**config.mk**
```make
export PLATFORM = sky130hd
export DESIGN_NAME = seg_scan_driver
export DESIGN_NICKNAME = d
export VERILOG_FILES = /design/src/rtl/seg_scan_driver.sv
export SDC_FILE = /design/constraint.sdc
export NUM_CORES = 1
export LEC_CHECK = 0
export CAP_MARGIN = 20
export CELL_PAD_IN_SITES_DETAIL_PLACEMENT = 1
export CELL_PAD_IN_SITES_GLOBAL_PLACEMENT = 1
export CORE_ASPECT_RATIO = 0.9
export CORE_MARGIN = 10
export CORE_UTILIZATION = 30
export DETAILED_ROUTE_END_ITERATION = 7
export GPL_TIMING_DRIVEN = 0
export PLACE_DENSITY_LB_ADDON = 0.1
export RECOVER_POWER = 25
export SYNTH_ARGS = -nofsm -noshare
export SYNTH_HDL_FRONTEND = slang
export SYNTH_SLANG_ARGS = --single-unit
export TNS_END_PERCENT = 50
```
**constraint.sdc**
```tcl
create_clock -name clk -period 2.3 [get_ports clk]
set_clock_uncertainty 0.05 [all_clocks]
set_input_delay 0.575 -clock clk [delete_from_list [all_inputs] [get_ports clk]]
set_output_delay 0.575 -clock clk [all_outputs]
set_load 0.05 [all_outputs]
```
**src/rtl/seg_scan_driver.sv**
```systemverilog
// seg_scan_driver
//   Time-multiplexed multi-digit 7-segment driver. A packed nibble word is
//   latched into shadow registers on load. The digits are then scanned one
//   per slot, and each slot starts with an all-commons-off gap to avoid ghosting.
//
// Ports
//   clk         system clock
//   rst         asynchronous reset, active-high
//   din         packed nibbles, digit i = din[4i+3:4i], digit 0 rightmost
//   dp_in       decimal point request per digit
//   lz_blank    1 = suppress leading zeros (sampled live)
//   load        capture din/dp_in into the shadow registers
//   seg         segments {g,f,e,d,c,b,a}, active-high, registered
//   dp          decimal point, active-high, registered
//   com         one-hot digit enable, active-high, registered
//   frame_done  one-cycle pulse as the last digit's slot ends
module seg_scan_driver #(
   parameter int DIGITS    = 4,
   parameter int PRESCALE  = 2500,
   parameter int BLANK_CYC = 2,
   parameter int HEX_MODE  = 0
) (
   input  logic                  clk,
   input  logic                  rst,
   input  logic [4*DIGITS-1:0]   din,
   input  logic [DIGITS-1:0]     dp_in,
   input  logic                  lz_blank,
   input  logic                  load,
   output logic [6:0]            seg,
   output logic                  dp,
   output logic [DIGITS-1:0]     com,
   output logic                  frame_done
);

   localparam int IW   = (DIGITS > 1) ? $clog2(DIGITS) : 1;
   localparam int CMAX = (PRESCALE > BLANK_CYC) ? PRESCALE : BLANK_CYC;
   localparam int CW   = (CMAX > 1) ? $clog2(CMAX) : 1;

   typedef enum logic {BLANK = 1'b0, SHOW = 1'b1} state_t;

   state_t              state_q, state_d;
   logic [CW-1:0]       cnt_q, cnt_d;
   logic [IW-1:0]       idx_q, idx_d;
   logic [4*DIGITS-1:0] data_q, data_d;
   logic [DIGITS-1:0]   dpsh_q, dpsh_d;
   logic                fd_pre_q, fd_pre_d;
   logic [6:0]          seg_q, seg_d;
   logic                dp_q, dp_d;
   logic [DIGITS-1:0]   com_q, com_d;
   logic                fd_q, fd_d;

   logic [DIGITS-1:0]   sup;      // digit i is a leading zero
   logic [3:0]          cur_nib;
   logic                cur_dp;
   logic                cur_sup;
   logic                last_dig;

   function automatic logic [6:0] glyph(input logic [3:0] n);
      logic [6:0] g;
      case (n)
         4'h0: g = 7'b0111111;
         4'h1: g = 7'b0000110;
         4'h2: g = 7'b1011011;
         4'h3: g = 7'b1001111;
         4'h4: g = 7'b1100110;
         4'h5: g = 7'b1101101;
         4'h6: g = 7'b1111101;
         4'h7: g = 7'b0000111;
         4'h8: g = 7'b1111111;
         4'h9: g = 7'b1101111;
         4'hA: g = 7'b1110111;
         4'hB: g = 7'b1111100;
         4'hC: g = 7'b0111001;
         4'hD: g = 7'b1011110;
         4'hE: g = 7'b1111001;
         default: g = 7'b1110001;
      endcase
      if (HEX_MODE == 0 && n > 4'h9) g = 7'b0000000;
      return g;
   endfunction

   // Walk from the most significant digit down; a digit is a leading zero
   // while every digit at or above it is zero. Digit 0 always shows.
   always_comb begin
      logic allz;
      allz = 1'b1;
      sup  = '0;
      for (int i = DIGITS - 1; i >= 0; i--) begin
         allz   = allz & (data_q[4*i +: 4] == 4'h0);
         sup[i] = allz && (i != 0);
      end
   end

   always_comb begin
      cur_nib = 4'h0;
      cur_dp  = 1'b0;
      cur_sup = 1'b0;
      for (int i = 0; i < DIGITS; i++) begin
         if (idx_q == IW'(i)) begin
            cur_nib = data_q[4*i +: 4];
            cur_dp  = dpsh_q[i];
            cur_sup = sup[i];
         end
      end
   end

   assign last_dig = (idx_q == IW'(DIGITS - 1));

   always_comb begin
      state_d  = state_q;
      cnt_d    = cnt_q + CW'(1);
      idx_d    = idx_q;
      fd_pre_d = 1'b0;
      data_d   = load ? din   : data_q;
      dpsh_d   = load ? dp_in : dpsh_q;
      case (state_q)
         BLANK: begin
            if (cnt_q == CW'(BLANK_CYC - 1)) begin
               state_d = SHOW;
               cnt_d   = '0;
            end
         end
         default: begin
            if (cnt_q == CW'(PRESCALE - 1)) begin
               state_d  = BLANK;
               cnt_d    = '0;
               idx_d    = last_dig ? '0 : idx_q + IW'(1);
               fd_pre_d = last_dig;
            end
         end
      endcase

      // Outputs are a registered image of the current state, one cycle late.
      seg_d = 7'b0;
      dp_d  = 1'b0;
      com_d = '0;
      if (state_q == SHOW) begin
         for (int i = 0; i < DIGITS; i++) com_d[i] = (idx_q == IW'(i));
         seg_d = (lz_blank && cur_sup) ? 7'b0 : glyph(cur_nib);
         dp_d  = cur_dp;
      end
      // fd_pre marks the last SHOW cycle; delaying it once more lines the
      // pulse up with com dropping to zero.
      fd_d = fd_pre_q;
   end

   always_ff @(posedge clk or posedge rst) begin
      if (rst) begin
         state_q  <= BLANK;
         cnt_q    <= '0;
         idx_q    <= '0;
         data_q   <= '0;
         dpsh_q   <= '0;
         fd_pre_q <= 1'b0;
         seg_q    <= '0;
         dp_q     <= 1'b0;
         com_q    <= '0;
         fd_q     <= 1'b0;
      end else begin
         state_q  <= state_d;
         cnt_q    <= cnt_d;
         idx_q    <= idx_d;
         data_q   <= data_d;
         dpsh_q   <= dpsh_d;
         fd_pre_q <= fd_pre_d;
         seg_q    <= seg_d;
         dp_q     <= dp_d;
         com_q    <= com_d;
         fd_q     <= fd_d;
      end
   end

   assign seg        = seg_q;
   assign dp         = dp_q;
   assign com        = com_q;
   assign frame_done = fd_q;

endmodule

```
==> impl_metrics.py, run 1 <==
metrics = {
    "status": {
        "status": "complete, no violations",
    },
    "worst_setup_path": {
        "cp_slowest_cell": "dfrtp_2",
        "rr_worst_depth": 9,
        "crit_arrival_ns": 2.37,
        "crit_family": "simple AND/OR/NAND/NOR gates",
        "critPathBufInv": 2,
        "worstSetupPathType": "register to register",
        "crit_start": "idx_q[1]",
        "r2r-start": "idx_q[1]",
        "worstSetupPathDepth": 9,
        "crit_path_max_incr_delay_ns": 0.45,
        "crit_chain": "buf_6 > ha_4 > nor3b_2 > a221o_1 > buf_6 > ha_4 > or3_1 > mux2i_1 > nor4_2",
        "path_max_fanout": 6,
        "cp.required_ns": 2.40,
        "end_kind": "register",
        "start_kind": "register",
    },
    "die": {
        "initial_core_util_pct": 30.7,
        "design.core.area_sq_mm": 0.00799,
        "die_width_um": 115,
        "die_h_um": 106,
        "die_area_sq_mm": 0.0122,
        "pin_count": 37,
        "rows": 31,
    },
    "place": {
        "place_area_sq_mm": 0.00297,
        "io_buffers": 36,
        "gp_congestion": 0.827,
        "dp_hpwl_um": 4680,
    },
    "cells_and_area": {
        "diodes": 0,
        "final_cell_area_sq_mm": 0.00333,
        "area_growth_pct": 35.9,
        "layout.nets": 308,
        "drive_gt1_share_pct": 28.7,
    },
    "run": {
        "drv_cap": 0,
    },
    "synthesis": {
        "synth_nets": 253,
        "async_flop_share_pct": 100,
        "ys_seq_elements": 49,
        "synth_warnings": 0,
        "mappedNetlistArea_sq_mm": 0.00245,
        "yosysSeqAreaShare_pct": 50.1,
        "postSynthAreaPerCell_sq_um": 11.1,
        "synthFlopType": "dfrtp_1",
        "synth_edf_count": 0,
        "synth_cell_type_count": 46,
        "synth_cells": 220,
    },
    "min_path": {
        "min-delay-start": "fd_d",
        "holdPathStages": 0,
        "hp-class": "register to register",
    },
    "sta": {
        "timing.fmax_mhz": 440,
        "finalHoldViolations": 0,
        "fin_crit_ns": 2.28,
        "setup_viol_count_final": 0,
        "max_slew.worst_pin.slew_ns": 0.751,
        "fin_crit_sh_pct": 98.9,
        "drv_slew": 0,
        "holdWs_ns": 0.356,
        "slew_headroom_pct": 49.9,
        "rsz0062_at_grt": "true",
        "setup_tns_ns": 0,
    },
    "global_route": {
        "grt_use_total_pct": 11.0,
        "grt_pass1_wl_um": 10800,
        "overflow": 0,
        "antenna_found_initial": 0,
        "grt_pass1_vias": 2014,
        "grt_max_degree": 33,
    },
    "power_and_ir_drop": {
        "peakVddDrop_mv": 0.226,
        "p_per_area_mw_per_mm2": 584,
        "p_leak_nw": 1.39,
    },
    "clocking": {
        "clock_latency_ns": 0.30,
        "cts_htree_levels": 2,
        "cts.clk_slew.worst_paths_ns": 0.09,
        "holdBufCountCts": 0,
        "cts-root-buf": "clkbuf_8",
        "cts_buffers": 5,
        "clock-sinks": 49,
        "cts_tree": "built",
        "ctsLongestPathBuffers": 2,
    },
    "route": {
        "first_pass_iters": 4,
        "drtIter0Drc": 80,
        "vias": 1843,
        "ant_nets": 0,
        "drc": 0,
        "wirelength_um": 6400,
        "viasPerCell": 4.93,
        "wire_per_inst_um": 17.1,
    },
}
==> synthesized netlist by cell type, drive strengths merged (4+ instances only) <==
library cell | instances | area [sq um]
o211a | 4 | 40.0
and2 | 4 | 26.3
xor2 | 5 | 43.8
and3 | 4 | 25.0
nand2 | 13 | 48.8
a21oi | 7 | 35.0
ha | 9 | 113
mux2 | 20 | 225
nand3b | 4 | 30.0
nor4 | 4 | 25.0
dfrtp | 49 | 1230
nand3 | 12 | 60.1
o21ai | 8 | 66.3
nor3 | 7 | 35.0
xnor2 | 5 | 43.8
inv | 10 | 37.5
nor2 | 18 | 67.6
==> what timing repair did <==
| action | in CTS | in global routing |
|---|---|---|
| endpoints found under the setup margin | 7 | 7 |
| pin swaps | 12 | 8 |
| resized for setup | 34 | 9 |
| setup buffers | 8 | 3 |
| gates cloned | 0 | 1 |
==> worst register-to-register path: cells and delay by family, from the launching register on <==
| family | cells | cell delay [ns] |
|---|---|---|
| DFF | 1 | 0.45 |
| muxes | 1 | 0.17 |
| buffers and inverters | 2 | 0.29 |
| adders and majority gates | 2 | 0.35 |
| and+or+nand+nor | 3 | 0.54 |
| AOI/OAI and AO/OA | 1 | 0.28 |
==> final cells by class <==
type                    count  area (sq um)
plain buffers               5          41.3
repair buffers             49           472
fillers                   868          4660
well taps                  99           124
clock buffers               7          86.3
multi-input cells         154          1330
flip-flops and latches     49          1230
inverters                  11          48.8
==> registers in the layout, summed over array words and instances (netlist names) <==
register	cells
dpsh_q	4
data_q	16
dp	1
fd_d	1
idx_q	2
state_q	1
seg	7
frame_done	1
com	4
cnt_q	12
==> worst paths after layout <==
| kind | end | slack, ns |
|---|---|---|
| max | seg[3] | 0.02 |
| min | frame_done | 0.36 |
| max reg2reg | seg[3] | 0.02 |
| min reg2reg | frame_done | 0.36 |
| max in group asynchronous | idx_q[1] | 0.77 |
| min in group asynchronous | dp | 0.80 |
==> layout by cell type, fill, tap and decap left out, types with 3 or more instances in the layout <==
cell	n
dfrtp_1	47
clkbuf_8	6
and3_1	3
and2_1	3
o211a_1	3
inv_2	3
inv_1	6
ha_4	6
clkbuf_1	3
mux2_2	20
clkdlybuf4s50_1	35
nand3b_1	4
ha_1	3
buf_4	10
xnor2_1	5
buf_6	4
nor4_1	3
o21ai_0	3
nor2_1	15
xor2_1	5
nor3_1	5
a21oi_1	6
nand3_1	12
nand2_1	13
==> power breakdown <==
group	switching, mW	internal, mW
Clock	0.281	0.240
Sequential	0.0388	0.923
Combinational	0.257	0.203
Total	0.577	1.37
==> per-layer routing <==
metal | track usage (%) | vias to the layer above | part of all wire (%)
met5 | 0 | - | 0
met4 | 2.30 | 0 | 0.59
met3 | 3.74 | 4 | 5.7
met2 | 15.6 | 33 | 43
met1 | 15.8 | 907 | 51
li1 | - | 899 | -
==> metrics by stage <==
stage,instances,power (mW),utilization (%),setup slack (ns)
2_1_floorplan,220,1.24,-,0.0417
3_3_place_gp,355,1.39,36.9,-0.587
3_5_place_dp,356,1.40,37.2,-0.323
4_1_cts,371,1.97,41.0,-0.000288
5_1_grt,374,2.04,41.7,-0.0805
6_report,374,1.94,41.7,0.0249
==> kinds of logic after synthesis <==
| group | count (synthesis) | synth area share (%) |
|---|---|---|
| simple gates | 77 | 16.4 |
| flops | 49 | 50.1 |
| compound gates | 37 | 12.5 |
| mux | 21 | 9.60 |
| buf+inv | 17 | 3.32 |
| xor+xnor | 10 | 3.57 |
| fa+ha+maj | 9 | 4.60 |
No activity file was read; power rests on OpenSTA's default activity.
==> inputs of run 2 (changes only) <==
--- a/config.mk
+++ b/config.mk
@@ -15,6 +15,7 @@
 export GPL_TIMING_DRIVEN = 0
 export PLACE_DENSITY_LB_ADDON = 0.1
 export RECOVER_POWER = 25
+export REMOVE_ABC_BUFFERS = 1
 export SYNTH_ARGS = -nofsm -noshare
 export SYNTH_HDL_FRONTEND = slang
 export SYNTH_SLANG_ARGS = --single-unit
==> impl_metrics.py, run 2 (synthesis results as in run 1) <==
metrics = {
    "clocking": {
        "cts.clk_slew.worst_paths_ns": 0.09,
        "holdBufCountCts": 0,
        "cts_buffers": 5,
        "clock_latency_ns": 0.31,
        "ctsLongestPathBuffers": 2,
        "cts_htree_levels": 2,
        "cts-root-buf": "clkbuf_8",
        "cts_tree": "built",
        "clock-sinks": 49,
    },
    "cells_and_area": {
        "final_cell_area_sq_mm": 0.00335,
        "num-fill-cells": 884,
        "final_cell_mix": "dfrtp_1 (47), clkdlybuf4s50_1 (35), mux2_2 (20)",
        "drive_gt1_share_pct": 29.9,
        "regMostFlops": "data_q",
        "final_common_cell": "dfrtp_1",
        "seq_area_sq_mm": 0.00123,
        "diodes": 0,
        "multiInputGateArea_sq_mm": 0.00131,
        "largest_reg_flops": 16,
        "layout.nets": 313,
        "area_growth_pct": 36.6,
    },
    "route": {
        "first_pass_iters": 4,
        "wire_per_inst_um": 16.4,
        "drc": 0,
        "ant_nets": 0,
        "drtIter0Drc": 40,
        "wirelength_um": 6230,
        "vias": 1867,
        "viasPerCell": 4.91,
    },
    "sta": {
        "timing.fmax_mhz": 432,
        "drv_slew": 0,
        "finalHoldViolations": 0,
        "final.setup.worst_slack_ns": -0.0135,
        "setup_tns_ns": -0.0366,
        "rsz0062_at_grt": "true",
        "max_slew.worst_pin.slew_ns": 0.982,
        "slew_headroom_pct": 34.3,
        "setup_viol_count_final": 3,
        "holdWs_ns": 0.313,
        "fin_crit_sh_pct": 101,
        "fin_crit_ns": 2.31,
    },
    "status": {
        "violations": "setup timing",
        "status": "finished with violations",
    },
    "place": {
        "pre_cts_slack_ns": -0.498,
        "dp_hpwl_um": 4380,
        "io_buffers": 36,
        "gp_congestion": 0.800,
        "place_area_sq_mm": 0.00292,
    },
    "global_route": {
        "grt_use_total_pct": 10.3,
        "antenna_found_initial": 0,
        "grt_max_degree": 41,
        "grt_pass1_wl_um": 10300,
        "grt_pass1_vias": 1990,
        "overflow": 0,
    },
    "min_path": {
        "holdPathStages": 0,
        "min-delay-start": "fd_d",
        "hp-class": "register to register",
        "hold_end": "frame_done",
    },
    "worst_setup_path": {
        "crit_chain": "buf_6 > ha_4 > a211oi_2 > a221o_2 > ha_4 > nor3_2 > a221oi_4 > o2111a_1",
        "r2r-end": "seg[0]",
        "crit_arrival_ns": 2.50,
        "crit_path_max_incr_delay_ns": 0.45,
        "worstSetupPathType": "register to register",
        "r2r_setup_slack_ns": -0.01,
        "cp_slowest_cell": "dfrtp_2",
        "start_kind": "register",
        "path_max_fanout": 6,
        "crit_path_frequent_cell": "ha_4",
        "end_kind": "register",
        "rr_worst_depth": 8,
        "r2r-start": "idx_q[1]",
        "cp.required_ns": 2.48,
    },
    "die": {
        "die_width_um": 115,
        "pin_count": 37,
        "initial_core_util_pct": 30.7,
        "die_area_sq_mm": 0.0122,
        "rows": 31,
        "die_h_um": 106,
        "design.core.area_sq_mm": 0.00799,
    },
    "power_and_ir_drop": {
        "p_per_area_mw_per_mm2": 573,
        "p_leak_nw": 1.43,
        "peakVddDrop_mv": 0.208,
    },
    "run": {
        "drv_cap": 0,
    },
}
run 2: cell count changes in the layout (fill, tap and decap cells not counted), sizes merged:
cell | before | now
clkinv | 1 | 3
buf | 16 | 23
clkbuf | 9 | 6
run 2: worst max-delay path by stage:
| stage | startpoint | to | slack (ns) | cells after the start |
|---|---|---|---|---|
| floorplan | idx_q[0] | seg[5] | -0.09 | 9 |
| detailed placement | idx_q[0] | seg[5] | -0.50 | 9 |
| global route | idx_q[1] | seg[5] | -0.08 | 8 |
| CTS | idx_q[1] | seg[0] | 0.008 | 8 |
| finish | idx_q[1] | seg[0] | -0.01 | 8 |
| global placement | rst | data_q[3] | -0.60 | 2 |
run 2: final cells by class:
type / instances / area share (%)
Timing Repair Buffer: 59 / 16.6
Clock inverter: 2 / 0.299
Sequential cell: 49 / 36.7
Tap cell: 99 / 3.70
Inverter: 11 / 1.46
Multi-Input combinational cell: 154 / 39.1
Clock buffer: 6 / 2.17
run 2: critical path: cells and delay by family (launching register included):
family	cells	cell delay, ns
AOI/OAI and AO/OA	4	1.16
DFF	1	0.45
adders and majority gates	2	0.38
buffers and inverters	1	0.13
and+or+nand+nor	1	0.06
run 2: where the power goes:
group          total [mW]  switching (mW)  leakage, nW  internal [mW]
combinational       0.457           0.254        0.793          0.203
clock               0.500           0.289       0.0450          0.212
sequential          0.959          0.0360        0.588          0.923
run 2: through the flow:
stage               utilization [%]  total power [mW]  instances
finish                         41.9              1.92        380
global route                   41.9              2.01        380
CTS                            40.6              1.93        372
detailed placement             36.5              1.38        350
global placement               36.3              1.38        349
floorplan                         -              1.23        214
run 2: layer usage:
layer  wire (um)  vias up  global-route usage, %
met5           0        -                      0
met4          63        0                   3.18
met3         273        5                   2.89
met2        2980       31                   16.0
met1        2910      926                   13.5
li1            -      905                      -
run 2: what timing repair did:
| action | 4_1_cts | 5_1_grt |
|---|---|---|
| buffers inserted | 14 | 8 |
| resized for setup | 34 | 9 |
| setup endpoints to repair | 7 | 7 |
| pin swaps | 12 | 14 |
==> inputs of run 3 (changes only) <==
--- a/config.mk
+++ b/config.mk
@@ -12,6 +12,7 @@
 export CORE_MARGIN = 10
 export CORE_UTILIZATION = 30
 export DETAILED_ROUTE_END_ITERATION = 7
+export GPL_ROUTABILITY_DRIVEN = 0
 export GPL_TIMING_DRIVEN = 0
 export PLACE_DENSITY_LB_ADDON = 0.1
 export RECOVER_POWER = 25
==> results of run 3 <==
Same layout as run 2: the final DEF is identical, and so are final timing and power.
